## src/rtl/float_stream_bridge.sv

```systemverilog
// float_stream_bridge: queues A/B/C operand triples to an AXI-Stream FMA IP and returns its results
module float_stream_bridge #(
   parameter int XLEN  = 32,
   parameter int DEPTH = 4,
   parameter int OUT_W = 8
) (
   input  logic            clk_i,
   input  logic            rst_ni,
   input  logic            float_a_valid,
   input  logic [XLEN-1:0] float_a_data,
   input  logic            float_b_valid,
   input  logic [XLEN-1:0] float_b_data,
   input  logic [XLEN-1:0] float_c_data,
   output logic            float_result_valid,
   output logic [XLEN-1:0] float_result,
   output logic            m_axis_a_tvalid,
   input  logic            m_axis_a_tready,
   output logic [XLEN-1:0] m_axis_a_tdata,
   output logic            m_axis_b_tvalid,
   input  logic            m_axis_b_tready,
   output logic [XLEN-1:0] m_axis_b_tdata,
   output logic            m_axis_c_tvalid,
   input  logic            m_axis_c_tready,
   output logic [XLEN-1:0] m_axis_c_tdata,
   input  logic            s_axis_r_tvalid,
   output logic            s_axis_r_tready,
   input  logic [XLEN-1:0] s_axis_r_tdata,
   input  logic            err_clear_i,
   output logic            busy_o,
   output logic [2:0]      err_o
);
   localparam int AW = $clog2(DEPTH);
   logic [3*XLEN-1:0] mem [DEPTH];
   logic [AW-1:0]     wr_ptr, rd_ptr;
   logic [AW:0]       count, count_nx;
   logic [2:0]        taken, hs, err_set;
   logic [OUT_W-1:0]  outstanding, out_nx;
   logic              push, pop, empty, full, r_hs;

   assign empty           = count == '0;
   assign full            = count == (AW+1)'(DEPTH);
   assign m_axis_a_tvalid = !empty && !taken[0];
   assign m_axis_b_tvalid = !empty && !taken[1];
   assign m_axis_c_tvalid = !empty && !taken[2];
   assign hs   = {m_axis_c_tvalid & m_axis_c_tready, m_axis_b_tvalid & m_axis_b_tready, m_axis_a_tvalid & m_axis_a_tready};
   assign pop  = !empty && (&(taken | hs));
   assign push = float_a_valid && float_b_valid && (!full || pop);
   assign r_hs = s_axis_r_tvalid && s_axis_r_tready;
   assign {m_axis_c_tdata, m_axis_b_tdata, m_axis_a_tdata} = mem[rd_ptr];

   // next occupancy, saturating in-flight count and error events for this cycle
   always_comb begin
      count_nx = count + (AW+1)'(push) - (AW+1)'(pop);
      out_nx   = (pop && !r_hs && outstanding != '1) ? outstanding + OUT_W'(1) :
                 (r_hs && !pop && outstanding != '0) ? outstanding - OUT_W'(1) : outstanding;
      err_set  = {r_hs && outstanding == '0, float_a_valid && float_b_valid && full && !pop, float_a_valid ^ float_b_valid};
   end

   // operand storage; contents need no reset since occupancy is tracked separately
   always_ff @(posedge clk_i) begin
      if (push) mem[wr_ptr] <= {float_c_data, float_b_data, float_a_data};
   end

   // control state, result return and sticky error flags
   always_ff @(posedge clk_i or negedge rst_ni) begin
      if (!rst_ni) begin
         wr_ptr             <= '0;
         rd_ptr             <= '0;
         count              <= '0;
         taken              <= '0;
         outstanding        <= '0;
         err_o              <= '0;
         s_axis_r_tready    <= 1'b0;
         float_result_valid <= 1'b0;
         float_result       <= '0;
         busy_o             <= 1'b0;
      end else begin
         wr_ptr             <= wr_ptr + AW'(push);
         rd_ptr             <= rd_ptr + AW'(pop);
         count              <= count_nx;
         taken              <= pop ? '0 : taken | hs;
         outstanding        <= out_nx;
         err_o              <= (err_clear_i ? 3'b000 : err_o) | err_set;
         s_axis_r_tready    <= 1'b1;
         float_result_valid <= r_hs;
         if (r_hs) float_result <= s_axis_r_tdata;
         busy_o             <= count_nx != '0 || out_nx != '0;
      end
   end
endmodule

```

## config.mk

```make
export PLATFORM = sky130hd
export DESIGN_NAME = float_stream_bridge
export DESIGN_NICKNAME = d
export VERILOG_FILES = /design/src/rtl/float_stream_bridge.sv
export SDC_FILE = /design/constraint.sdc
export NUM_CORES = 1
export LEC_CHECK = 0
export ABC_AREA = 1
export BUFFER_PORTS_ARGS = -buffer_cell sky130_fd_sc_hd__buf_2
export CAP_MARGIN = 20
export CELL_PAD_IN_SITES_DETAIL_PLACEMENT = 1
export CELL_PAD_IN_SITES_GLOBAL_PLACEMENT = 2
export CORE_MARGIN = 1
export CORE_UTILIZATION = 35
export DETAILED_ROUTE_END_ITERATION = 10
export HOLD_SLACK_MARGIN = 0.03
export PLACE_DENSITY_LB_ADDON = 0.1
export SLEW_MARGIN = 20
export SYNTH_ARGS = -nofsm -noshare
export SYNTH_HDL_FRONTEND = slang
export SYNTH_SLANG_ARGS = --single-unit
```

## constraint.sdc

```tcl
create_clock -name clk_i -period 8.1 [get_ports clk_i]
set_input_delay 0.81 -clock clk_i [delete_from_list [all_inputs] [get_ports clk_i]]
set_output_delay 0.81 -clock clk_i [all_outputs]
set_load 0.05 [all_outputs]
```

## After elaboration in Yosys (flattened, before gate mapping)

Memory sizes are Yosys's and may differ from the RTL's.
Index checks and enable logic that the tools add are counted.

- Register bits after elaboration: 56
- Bits in writable memories: 384
- Input bits: 137
- Output and inout bits: 137
- Word-level logic and storage cells: 60
- Memories: 1

- Add/sub/neg operators: 6
- Equal/unequal tests: 2
- Mux-type cells: 6
- Bitwise gates (word level): 6
- Reductions and logical operators: 29

Memory list:

| name | words | width | rd ports | clocked after Yosys merged registers in | wr ports | RTL line | text |
|---|---|---|---|---|---|---|---|
| mem | 4 | 96 | 1 | 0 | 1 | 33 | `logic [3*XLEN-1:0] mem [DEPTH];` |

Operators by type and width:

| cell | number |
|---|---|
| two-way mux 8 bit | 2 |
| nonzero test 8 bit | 2 |
| logical AND 1 bit | 14 |
| adder 8 x 1 -> 8 bit, second input constant | 1 |
| zero test 8 bit | 1 |
| inequality test 8 bit, second input constant | 1 |
| subtractor 8 x 1 -> 8 bit, second input constant | 1 |
| zero test 1 bit | 7 |
| two-way mux 3 bit | 2 |
| bitwise OR 3 bit | 2 |
| adder 2 x 1 -> 2 bit | 2 |
| adder 3 x 1 -> 3 bit | 1 |
| AND 1 bit | 3 |
| == test 3 bit, second input constant | 1 |
| zero test 3 bit | 1 |
| AND reduction 3 bit | 1 |
| nonzero test 3 bit | 1 |
| subtractor 3 x 1 -> 3 bit | 1 |
| logical OR 1 bit | 2 |
| two-way mux 1 bit | 2 |
| XOR 1 bit | 1 |

## Depth between registers and ports, before layout

- Word-level depth: 14
- Depth in mapped cells: 19
- Gate-level depth less buffers: 19

## Worst setup path before layout

No wires, ideal clock.

- Path type: input to register
- Start point: input m_axis_a_tready
- End point: memory mem[0][0] (netlist name) (enable)
- Setup time: 669 ps
- Data arrival time: 7900 ps
- Data required time: 7431 ps
- Path slack: -469 ps
- Stages on the path: 5
- Path buffers: 0
- Cells stage by stage: a2bb2oi_2 -> nand3_4 -> nand3_1 -> nand2_1 -> nor3_1

- Longest elaborated chain between the ends: 8

RTL lines:

| what | RTL line | text |
|---|---|---|
| from (decl) | 17 | `input logic m_axis_a_tready,` |
| AND 1 bit | 45 | `assign hs = {m_axis_c_tvalid & m_axis_c_tready, m_axis_b_tvalid & m_axis_b_tready, m_axis_a_tvalid & m_axis_a_ ...` |
| bitwise OR 3 bit | 46 | `assign pop = !empty && (&(taken \| hs));` |
| AND reduction 3 bit | 46 |  |
| logical AND 1 bit | 46 |  |
| logical OR 1 bit | 47 | `assign push = float_a_valid && float_b_valid && (!full \|\| pop);` |
| logical AND 1 bit | 47 |  |
| two-way mux 1 bit | 61 | `if (push) mem[wr_ptr] <= {float_c_data, float_b_data, float_a_data};` |
| two-way mux 1 bit (implied by the code) | 61 |  |
| to (decl) | 33 |  |

No other way between the ends.

## Worst setup path after layout

- Start point: register rd_ptr[0]
- End point: output m_axis_c_tdata[4]

- Longest elaborated chain between the ends: 1

RTL lines:

| what | RTL line | text |
|---|---|---|
| from (decl) | 34 | `logic [AW-1:0] wr_ptr, rd_ptr;` |
| from (signal assigned) | 79 | `rd_ptr <= rd_ptr + AW'(pop);` |
| memory read (4 x 96 bit) | -- |  |
| to (decl) | 24 | `output logic [XLEN-1:0] m_axis_c_tdata,` |

No other way between the ends.

==> flow_results.org <==
** CTS
- Hold Buf Count CTS :: 0
- CTS buffer count :: between 40 and 50
- Clock Path Buffers :: 3
- For this design, the sink count on the clock tree is between 400 and 500.
- In this run the number of H-tree levels came out at 2.
- Count of instances resized after the clock tree is built :: 0
- After clock tree synthesis, the setup repair step added 0 buffers.
- Clock-pin slew was measured on the worst setup and hold paths at 0.06 ns.
- Clock insertion delay at the later pin of the skew report :: 0.59 ns
- TritonCTS clock tree :: built
- Clock Tree Root :: clkbuf_16

** Cells and area
- Finished Cell Area :: between 0.02 and 0.025 sq mm
- For this run, the share of the core covered by cells in the final layout is 43.01%.
- Number of nets in the finished design :: 1669
- Cells with a size suffix above 1 make up 25.45% of the layout.
- Final Non-Filler Cells :: 2180
- Area growth from synthesis to final layout :: 21.55%

** Timing
- For the finished layout, the period the worst path requires is between 4 and 5 ns.
- Timing would allow up to 224.0 MHz.
- Hold timing on the final database bottoms out at a slack of 0.3789 ns.
- Headroom to the max-slew limit came out at 31.15%.
- Post-route fraction of the period consumed by the critical path :: 55.11%
- Setup violations remaining at the end of the flow were counted as 0.
- Worst-Margin Slew :: about 1.0 ns
- Across the routed clock network, the largest skew measured is between 0.015 and 0.02 ns.
- The count of final max-slew check failures was 0.
- Setup repair after global routing missed its margin :: false
- The final-report hold violation count came to 0.

** Drt
- Number of remaining DRC errors :: 0
- After detailed routing, the total wire length is between 40000 and 50000 um.
- Total vias in the final route :: between 10000 and 15000
- Routed len/inst :: just under 20 um
- First-pass iteration count of the detailed router :: 4
- Antenna Nets Post-Route :: 0
- In the routed layout, each cell is associated on average with a via count of ~5.
- Initial DRC count :: 594

** Worst setup path
- Most repeated library cell on the critical path :: buf_4
- The critical path starts at rd_ptr[0]$_DFF_PN0_.
- Endpoint required time on the critical path :: about 7.3 ns
- Highest net fanout along the worst path :: 97
- For the worst setup path, the data arrival time is ~3.7 ns.
- Kind of end point of the critical path :: primary output
- The number of buffers and inverters on the critical path is 3.
- The largest individual stage delay along the critical path comes from the cell buf_4.
- On the critical path the largest part of the delay comes from buffers and inverters.
- On the worst path, the slowest cell contributes a delay of ~0.88 ns.
- Classification of the worst setup path :: flop to primary output
- The worst setup path is launched from a flop.
- The startpoint identified for the worst register-to-register timing path is count[1]$_DFF_PN0_.
- The signal on the critical path passes through buf_4 > buf_4 > o21ai_1 > o22ai_1 > buf_2.

** Logic synthesis
- In the synthesized netlist the dominant register cell turns out to be edfxtp_1.
- In the synthesized netlist the async set-or-reset flop fraction comes to between 10% and 20%.
- Yosys mapped the design onto 34 distinct sky130hd cell types.
- Basic-gate share of the synthesized area counting and, or, nand and nor cells :: 9.485%
- Mapped Area :: 0.01686 sq mm
- YS warnings :: 0
- Net count after synthesis :: 1402
- Flip-flop and latch count after synthesis :: 440
- Share of synthesized area occupied by flip-flops and latches :: between 70% and 80%
- Summing the areas of all compound-gate instances in the mapped netlist gives around a tenth of the synthesized area.
- By area, the combinational part of the netlist is dominated by compound AO/OA/AOI/OAI gates.
- In the synthesized netlist, mux cells make up 0% of the area.
- Avg Cell Area, Syn :: roughly 13 sq um
- Number of enable-type register cells in the synthesized netlist :: 384
- Synth Area in XOR/XNOR :: less than 1%
- Counting every instance in the synthesized netlist gives 1256.
- The synthesized netlist devotes less than 1% of its cell area to adder and majority cells.

** Global route
- Initial antenna violation count :: 8
- Maximum number of pins on one net before global-route repair :: 112
- Number of global-route vias before repair :: between 10000 and 15000
- Global routing consumed, over all layers together, 17.74% of the routing resources.
- The first global-routing pass estimated between 60000 and 70000 um of wire.
- For this run the aggregate overflow at the end of global routing stands at 0.

** Outcome
- The run finished with clean final reports.

** Floorplan
- I/O pin count :: roughly 270
- Initial standard-cell utilization of the core :: between 30% and 40%
- Die height :: 221.5 um
- The floorplan has 80 rows.
- Core footprint :: 0.04765 sq mm
- Chip width :: between 200 and 250 um
- The die covers just under 0.05 sq mm.

** Power and ir drop
- Overall power consumption :: a little under 9 mW
- VDD sags by at most ~0.00030 V.
- Leak :: between 7 and 8 nW
- In this run the power density over the cells is 426.7 mW/mm^2.

** Hold path
- In this run the worst hold path is classified as primary input to async pin.

** Placed design
- Buffers placed on the I/O ports in this run total roughly 270.
- HPWL after detailed placement :: 24730 um
- At the end of routability-driven placement, the weighted congestion stood at ~0.74.
- The placed instances occupy a cell area of about 0.019 sq mm.
- Counting tap cells, the placed design contains a total of 2087 instances.

** Run
- Max-cap check violation count :: 0
[stage by stage]
stage,setup WS (ns),TNS (ns)
detailed placement,4.192,0
floorplan,-0.4687,-179.93
finish,3.636,0
global placement,4.249,0
global route,3.389,0
CTS,3.554,0
[state kept, by name, indices dropped and copies added, names as in the netlist]
signal and count:
mem 384, float_result 32, outstanding 8, count 3, err_o 3, taken 3, rd_ptr 2, wr_ptr 2
busy_o 1, float_result_valid 1, s_axis_r_tready 1
[routing by layer]
metal	vias to the layer above	part of all wire [%]	global-route usage, %
met5	-	0.11	0
met4	8	1.9	5.444
met3	61	5.9	4.780
met2	220	47	29.08
met1	5490	45	22.96
li1	5082	-	-
[Yosys cell counts (12+ instances only)]
library cell,instances,area [sq um]
o21ai_1,12,60.06
edfxtp_1,384,11530
o21ai_0,185,925.9
clkbuf_1,62,232.7
o22ai_1,97,606.8
nand3_1,14,70.07
xor2_1,12,105.1
inv_1,26,97.59
dfrtp_1,56,1401
nor2_1,204,765.7
nand2_1,139,521.8
[worst paths after layout]
path                                                end  slack, ns  cells past startpoint
max in group asynchronous           rd_ptr[0]$_DFF_PN0_       7.12                      2
min in group clk_i          float_result[0]$_DFFE_PN0P_       0.42                      3
setup / recovery                      m_axis_c_tdata[4]       3.64                      5
hold reg to reg            float_result[15]$_DFFE_PN0P_       0.47                      2
hold / removal              float_result[2]$_DFFE_PN0P_       0.38                      2
setup reg to reg                   mem[3][57]$_DFFE_PP_       4.83                      8
[area by class of cell]
cell class,instances,area [sq um]
clock inverter,27,352.8
inverter,35,138.9
fill,5011,27150
timing repair buffer,287,1471
clock buffer,61,1291
tap,615,769.5
sequential,440,12940
antenna,5,12.51
multi-input combinational,710,3518
[logic make-up after synthesis]
kind of cell,count (synthesis)
XOR/XNOR,14
adder cells (fa/ha/maj),9
AND/OR/NAND/NOR,384
other,1
flip-flops,440
AO/OA/AOI/OAI,302
buffers and inverters,106
[report_power, final]
group	leakage [nW]	internal, mW	switching, mW
sequential	4.17	2.77	0.128
combinational	2.69	0.754	2.82
clock	0.809	1.39	0.891
[cell usage in the layout, fill, tap and decap left out, drive strengths merged]
cell / instances
edfxtp: 384
nand4: 2
nand3: 17
clkinv: 15
clkbuf: 61
bufinv: 8
conb: 1
ha: 8
diode: 5
buf: 287
a21oi: 6
o21ai: 197
nor3: 5
o22ai: 97
inv: 39
a2bb2oi: 1
fa: 1
nand2: 150
dfrtp: 56
xor2: 12
nor2: 210
xnor2: 2
o21bai: 1
Power figures use the tool's default switching activity.
